--- src/rtl/ibex_obi_arb_pkg.sv ---
// Shared types and constants for the two-port OBI to magic-memory arbiter.
package ibex_obi_arb_pkg;

  typedef logic [1:0] arb_state_e;
  localparam arb_state_e IDLE = 2'd0;
  localparam arb_state_e MEM  = 2'd1;
  localparam arb_state_e RESP = 2'd2;

  typedef enum logic {
    OWN_INSTR = 1'b0,
    OWN_DATA  = 1'b1
  } owner_e;

  typedef struct packed {
    logic [31:0] addr;
    logic        we;
    logic [3:0]  be;
    logic [31:0] wdata;
  } obi_req_t;

  localparam int unsigned ARB_RR        = 0;
  localparam int unsigned ARB_DATA_PRIO = 1;

endpackage

--- src/rtl/ibex_obi_mem_arbiter_rr_picker.sv ---
// Two-way winner select between fetch and LSU, with the round-robin history register.
module ibex_obi_rr_picker
  import ibex_obi_arb_pkg::*;
#(
  parameter int unsigned ARB_MODE = ARB_RR
) (
  input  logic   clk_i,
  input  logic   rst_ni,
  input  logic   en_i,
  input  logic   instr_req_i,
  input  logic   data_req_i,
  output logic   valid_o,
  output owner_e winner_o
);

  owner_e last_q, last_d;

  // On a tie the port that was not granted last wins; data wins the first tie.
  always_comb begin
    winner_o = OWN_INSTR;
    if (ARB_MODE == ARB_DATA_PRIO) begin
      winner_o = data_req_i ? OWN_DATA : OWN_INSTR;
    end else if (instr_req_i && data_req_i) begin
      winner_o = (last_q == OWN_INSTR) ? OWN_DATA : OWN_INSTR;
    end else begin
      winner_o = data_req_i ? OWN_DATA : OWN_INSTR;
    end
  end

  assign valid_o = en_i & (instr_req_i | data_req_i);
  assign last_d  = valid_o ? winner_o : last_q;

  always_ff @(posedge clk_i or negedge rst_ni) begin
    if (!rst_ni) begin
      last_q <= OWN_INSTR;
    end else begin
      last_q <= last_d;
    end
  end

endmodule

--- src/rtl/ibex_obi_mem_arbiter.sv ---
// Shares one single-outstanding magic-memory port between the ibex fetch and LSU OBI ports,
// with a watchdog that turns a hung memory into an OBI error response.
module ibex_obi_mem_arbiter
  import ibex_obi_arb_pkg::*;
#(
  parameter int unsigned ARB_MODE       = ARB_RR,
  parameter int unsigned TIMEOUT_CYCLES = 1024,
  parameter int unsigned TW             = 11
) (
  input  logic        clk_i,
  input  logic        rst_ni,
  input  logic        instr_req_i,
  input  logic [31:0] instr_addr_i,
  output logic        instr_gnt_o,
  output logic        instr_rvalid_o,
  output logic [31:0] instr_rdata_o,
  output logic        instr_err_o,
  input  logic        data_req_i,
  input  logic        data_we_i,
  input  logic [3:0]  data_be_i,
  input  logic [31:0] data_addr_i,
  input  logic [31:0] data_wdata_i,
  output logic        data_gnt_o,
  output logic        data_rvalid_o,
  output logic [31:0] data_rdata_o,
  output logic        data_err_o,
  output logic        mem_read_o,
  output logic        mem_write_o,
  output logic [3:0]  mem_mbe_o,
  output logic [31:0] mem_addr_o,
  output logic [31:0] mem_wdata_o,
  input  logic [31:0] mem_rdata_i,
  input  logic        mem_resp_i
);

  localparam logic [TW-1:0] TimeoutLast = TW'(TIMEOUT_CYCLES - 1);

  arb_state_e    state_q, state_d;
  owner_e        owner_q, owner_d;
  obi_req_t      req_q, req_d;
  logic [31:0]   rdata_q, rdata_d;
  logic          err_q, err_d;
  logic [TW-1:0] cnt_q, cnt_d;
  logic          pick_valid;
  owner_e        pick_owner;
  logic          timeout;

  // Grants are gated by reset so they drop asynchronously along with everything else.
  ibex_obi_rr_picker #(
    .ARB_MODE (ARB_MODE)
  ) u_picker (
    .clk_i       (clk_i),
    .rst_ni      (rst_ni),
    .en_i        (rst_ni && (state_q == IDLE)),
    .instr_req_i (instr_req_i),
    .data_req_i  (data_req_i),
    .valid_o     (pick_valid),
    .winner_o    (pick_owner)
  );

  assign instr_gnt_o = pick_valid & (pick_owner == OWN_INSTR);
  assign data_gnt_o  = pick_valid & (pick_owner == OWN_DATA);
  assign timeout     = (TIMEOUT_CYCLES != 0) && (cnt_q == TimeoutLast);

  always_comb begin
    state_d = state_q;
    owner_d = owner_q;
    req_d   = req_q;
    rdata_d = rdata_q;
    err_d   = err_q;
    cnt_d   = cnt_q;
    case (state_q)
      IDLE: begin
        if (pick_valid) begin
          owner_d = pick_owner;
          cnt_d   = '0;
          state_d = MEM;
          if (pick_owner == OWN_DATA) begin
            req_d = '{addr: data_addr_i, we: data_we_i, be: data_be_i, wdata: data_wdata_i};
          end else begin
            req_d = '{addr: instr_addr_i, we: 1'b0, be: 4'hF, wdata: 32'h0};
          end
        end
      end
      MEM: begin
        // A response landing on the timeout cycle still counts as a normal completion.
        if (mem_resp_i) begin
          rdata_d = req_q.we ? 32'h0 : mem_rdata_i;
          err_d   = 1'b0;
          state_d = RESP;
        end else if (timeout) begin
          rdata_d = 32'h0;
          err_d   = 1'b1;
          state_d = RESP;
        end else begin
          cnt_d = cnt_q + 1'b1;
        end
      end
      RESP:    state_d = IDLE;
      default: state_d = IDLE;
    endcase
  end

  always_ff @(posedge clk_i or negedge rst_ni) begin
    if (!rst_ni) begin
      state_q <= IDLE;
      owner_q <= OWN_INSTR;
      req_q   <= '0;
      rdata_q <= 32'h0;
      err_q   <= 1'b0;
      cnt_q   <= '0;
    end else begin
      state_q <= state_d;
      owner_q <= owner_d;
      req_q   <= req_d;
      rdata_q <= rdata_d;
      err_q   <= err_d;
      cnt_q   <= cnt_d;
    end
  end

  assign mem_read_o     = (state_q == MEM) & ~req_q.we;
  assign mem_write_o    = (state_q == MEM) & req_q.we;
  assign mem_mbe_o      = req_q.be;
  assign mem_addr_o     = {req_q.addr[31:2], 2'b00};
  assign mem_wdata_o    = req_q.wdata;

  assign instr_rvalid_o = (state_q == RESP) & (owner_q == OWN_INSTR);
  assign data_rvalid_o  = (state_q == RESP) & (owner_q == OWN_DATA);
  assign instr_rdata_o  = rdata_q;
  assign data_rdata_o   = rdata_q;
  assign instr_err_o    = instr_rvalid_o & err_q;
  assign data_err_o     = data_rvalid_o & err_q;

endmodule
--- config.mk ---
export PLATFORM = sky130hd
export DESIGN_NAME = ibex_obi_mem_arbiter
export DESIGN_NICKNAME = d
export VERILOG_FILES = /design/src/rtl/ibex_obi_arb_pkg.sv /design/src/rtl/ibex_obi_mem_arbiter_rr_picker.sv /design/src/rtl/ibex_obi_mem_arbiter.sv
export SDC_FILE = /design/constraint.sdc
export NUM_CORES = 1
export LEC_CHECK = 0
export ABC_AREA = 1
export BUFFER_PORTS_ARGS = -buffer_cell sky130_fd_sc_hd__buf_2
export CAP_MARGIN = 20
export CORE_ASPECT_RATIO = 1.2
export CORE_MARGIN = 10
export CORE_UTILIZATION = 46
export DETAILED_ROUTE_END_ITERATION = 12
export GPL_ROUTABILITY_DRIVEN = 0
export GPL_TIMING_DRIVEN = 0
export PLACE_DENSITY = 0.8
export SETUP_SLACK_MARGIN = 0.05
export SYNTH_ARGS = -nofsm -noshare
export SYNTH_HDL_FRONTEND = slang
export SYNTH_SLANG_ARGS = --single-unit
export TNS_END_PERCENT = 100
--- constraint.sdc ---
create_clock -name clk_i -period 2.1 [get_ports clk_i]
set_clock_uncertainty 0.2 [all_clocks]
set_input_delay 0.315 -clock clk_i [delete_from_list [all_inputs] [get_ports clk_i]]
set_output_delay 0.315 -clock clk_i [all_outputs]
set_load 0.02 [all_outputs]
==> run metrics <==
outcome=complete, no violations; ANT nets after route=0; post-synth cell types=25; initial core utilization=between 40% and 50%; Reg clk slew, reported paths=about 0.050 ns; final instance area=about 9400 µm²; total power=11700 µW; # rows=44; Hold WS=between 0.03 and 0.04 ns; post-synth top area share=51.3%; Global Route Usage Sum=27.5%; Post-synth ARST share=100%; placed wire-length estimate=around 14 mm; chip width=~120 µm; Via Count=between 6000 and 7000; Setup TNS=0 ns; die area=roughly 17000 µm²; most common cell after layout, fill and taps aside=nand2_1; CP arrival=about 1.5 ns; Final min period=2.01 ns; I/O Pins=278; Gate Count Post-Synth=about 680; max-cap violations=0; met1 Use GR=27.3%; first-pass GRT wire length=roughly 37 mm; syn_area_per_cell=slightly above 8 µm²; Area after DPL=between 7000 and 8000 µm²; die height=~140 µm; Core Area=between 10000 and 15000 µm²; area of the multi-input gates=1820 µm²; vias in the first global route=approximately 7000; largest net degree at the start of global routing=31; R2R Setup Slk=~0.26 ns; worst skew pair latency=slightly above 0.4 ns; Cells after DPL=1115; crit end category=primary output; met3 GRT Util=approximately a tenth; final hold vios=0; Via density=roughly 4.9; predominant post-synthesis flop cell=dfrtp_1; deepest clock path buffer count=2; DR iter-0 viols=roughly 530; final std cells w/o fill=between 1000 and 1500; warnings from Yosys=0; Detailed Route WL=approximately 24 mm; Max Freq=~500 MHz; Req. time, crit path=about 1.6 ns; commonest cells after routing, fill and taps aside=309 x nand2_1, 291 x buf_2, 133 x dlygate4sd3_1; antenna violations before repair=5; Yosys top cell by area=dfrtp_1; Root Buffer=clkbuf_16; P&R area growth vs syn=67.3%; TritonCTS clock tree=done; share of cells above drive strength 1=~40%; Setup Viol. Count Final=0; CP Launch Type=register; sequential share of the synthesized area=51.3%; GRT busiest layer=met2; final net count=~1300; LEAKAGE=between 0.005 and 0.006 µW; Slew @ Worst Pin=between 0.9 and 1 ns; Max H-tree Level=4; Tcrit/Tclk final=a little over nine tenths; number of synthesized flops with an enable pin=0; peak supply drop=840 µV; met2 GRT Util=between 40% and 50%; Slew HR=between 30% and 40%; synthesized cell area=around 5600 µm²; sinks on the clock net=roughly 120; total grt overflow=0; 1st-pass router iterations=6; fin. max-slew vios=0; PortBufs=271; Setup Crit Path Kind=register to primary output; fill count=704; DRC violations left=0; Num CTS Buffers=17; Worst Hold Class=input port to register; PwrDens=approximately 1200 nW/µm²; peak fanout along the critical path=10; routed len/inst=roughly 19 µm; RSZ-0062 raised after global routing=true; Storage cell area=~2900 µm²; Synth area leaders=dfrtp_1 51%, nand2_1 21%, buf_4 14%; #FFs+latches synth=around 120
-- where the power goes --
part	switching [µW]	internal, µW
Sequential	617	2970
Clock	1020	1890
Combinational	2950	2230
-- sequential cells by signal (all words and copies together) (netlist names), 2 cells and up --
name	count
data_rdata_o	32
mem_wdata_o	32
mem_addr_o	30
cnt_q	11
mem_mbe_o	4
state_q	2
-- layout make-up --
| type | instances | share of cell area, % |
|---|---|---|
| sequential | 115 | 30.7 |
| tap | 161 | 2.15 |
| buffer | 127 | 9.62 |
| inverter | 15 | 0.600 |
| antenna | 4 | 0.107 |
| clock inverter | 10 | 1.41 |
| clock buffer | 22 | 4.84 |
| multi-input combinational | 425 | 19.4 |
| timing repair buffer | 415 | 31.2 |
-- synth_stat cells (3+ instances only) --
library cell,n
nor2_1,16
inv_1,14
buf_2,25
xor2_1,4
nand2_1,310
dfrtp_1,115
buf_4,101
nand2_2,3
nand3_1,66
o21ai_0,6
-- critical path, cell delays in order, from the launching register on --
cell and delay (ns):
dfrtp_1 0.39, nor2_2 0.15, nand2_4 0.10, nor2_4 0.14
buf_6 0.15, buf_4 0.15
-- kinds of logic (layout without fill, tap and decap cells) --
group | count (synthesis) | after routing | share of synthesized area [%]
simple gates | 408 | 408 | 30.0
other cells | 1 | 6 | 0.0668
flops | 115 | 115 | 51.3
compound gates | 9 | 9 | 0.847
buf+inv | 142 | 589 | 16.8
xor+xnor | 5 | 5 | 0.780
fa+ha+maj | 1 | 1 | 0.223
-- per-layer routing --
layer	part of all wire, %	vias to the layer above
li1	-	2888
met1	35	3016
met2	52	381
met3	7.9	102
met4	5.2	2
met5	0.029	-
-- per-stage QoR --
stage / util [%] / worst slack [ns]
2_1_floorplan: - / 0.434
3_3_place_gp: 59.8 / -2.02
3_5_place_dp: 60.1 / -0.769
4_1_cts: 77.9 / 0.0747
5_1_grt: 78.2 / 0.0190
6_report: 78.2 / 0.0949
-- final timing paths --
check,from,to,cells after the start
hold reg to reg,mem_wdata_o[14]$_DFFE_PN0P_,mem_wdata_o[14]$_DFFE_PN0P_,2
setup reg to reg,cnt_q[0]$_DFFE_PN0P_,data_rdata_o[15]$_DFFE_PN0P_,7
max in group asynchronous,rst_ni,mem_wdata_o[8]$_DFFE_PN0P_,3
hold / removal,mem_resp_i,cnt_q[10]$_DFFE_PN0P_,4
setup / recovery,state_q[0]$_DFFE_PN0P_,data_gnt_o,5
min in group asynchronous,rst_ni,mem_addr_o[13]$_DFFE_PN0P_,3
-- what timing repair did --
item / in CTS / in global routing
pin swaps: 3 / 0
cloned: 4 / 0
setup endpoints to repair: 68 / 3
setup buffers: 5 / 0
hold buffers: 133 / 1
endpoints found under the hold margin: 213 / 1
resized for setup: 12 / 4
Power figures use the tool's default switching activity.
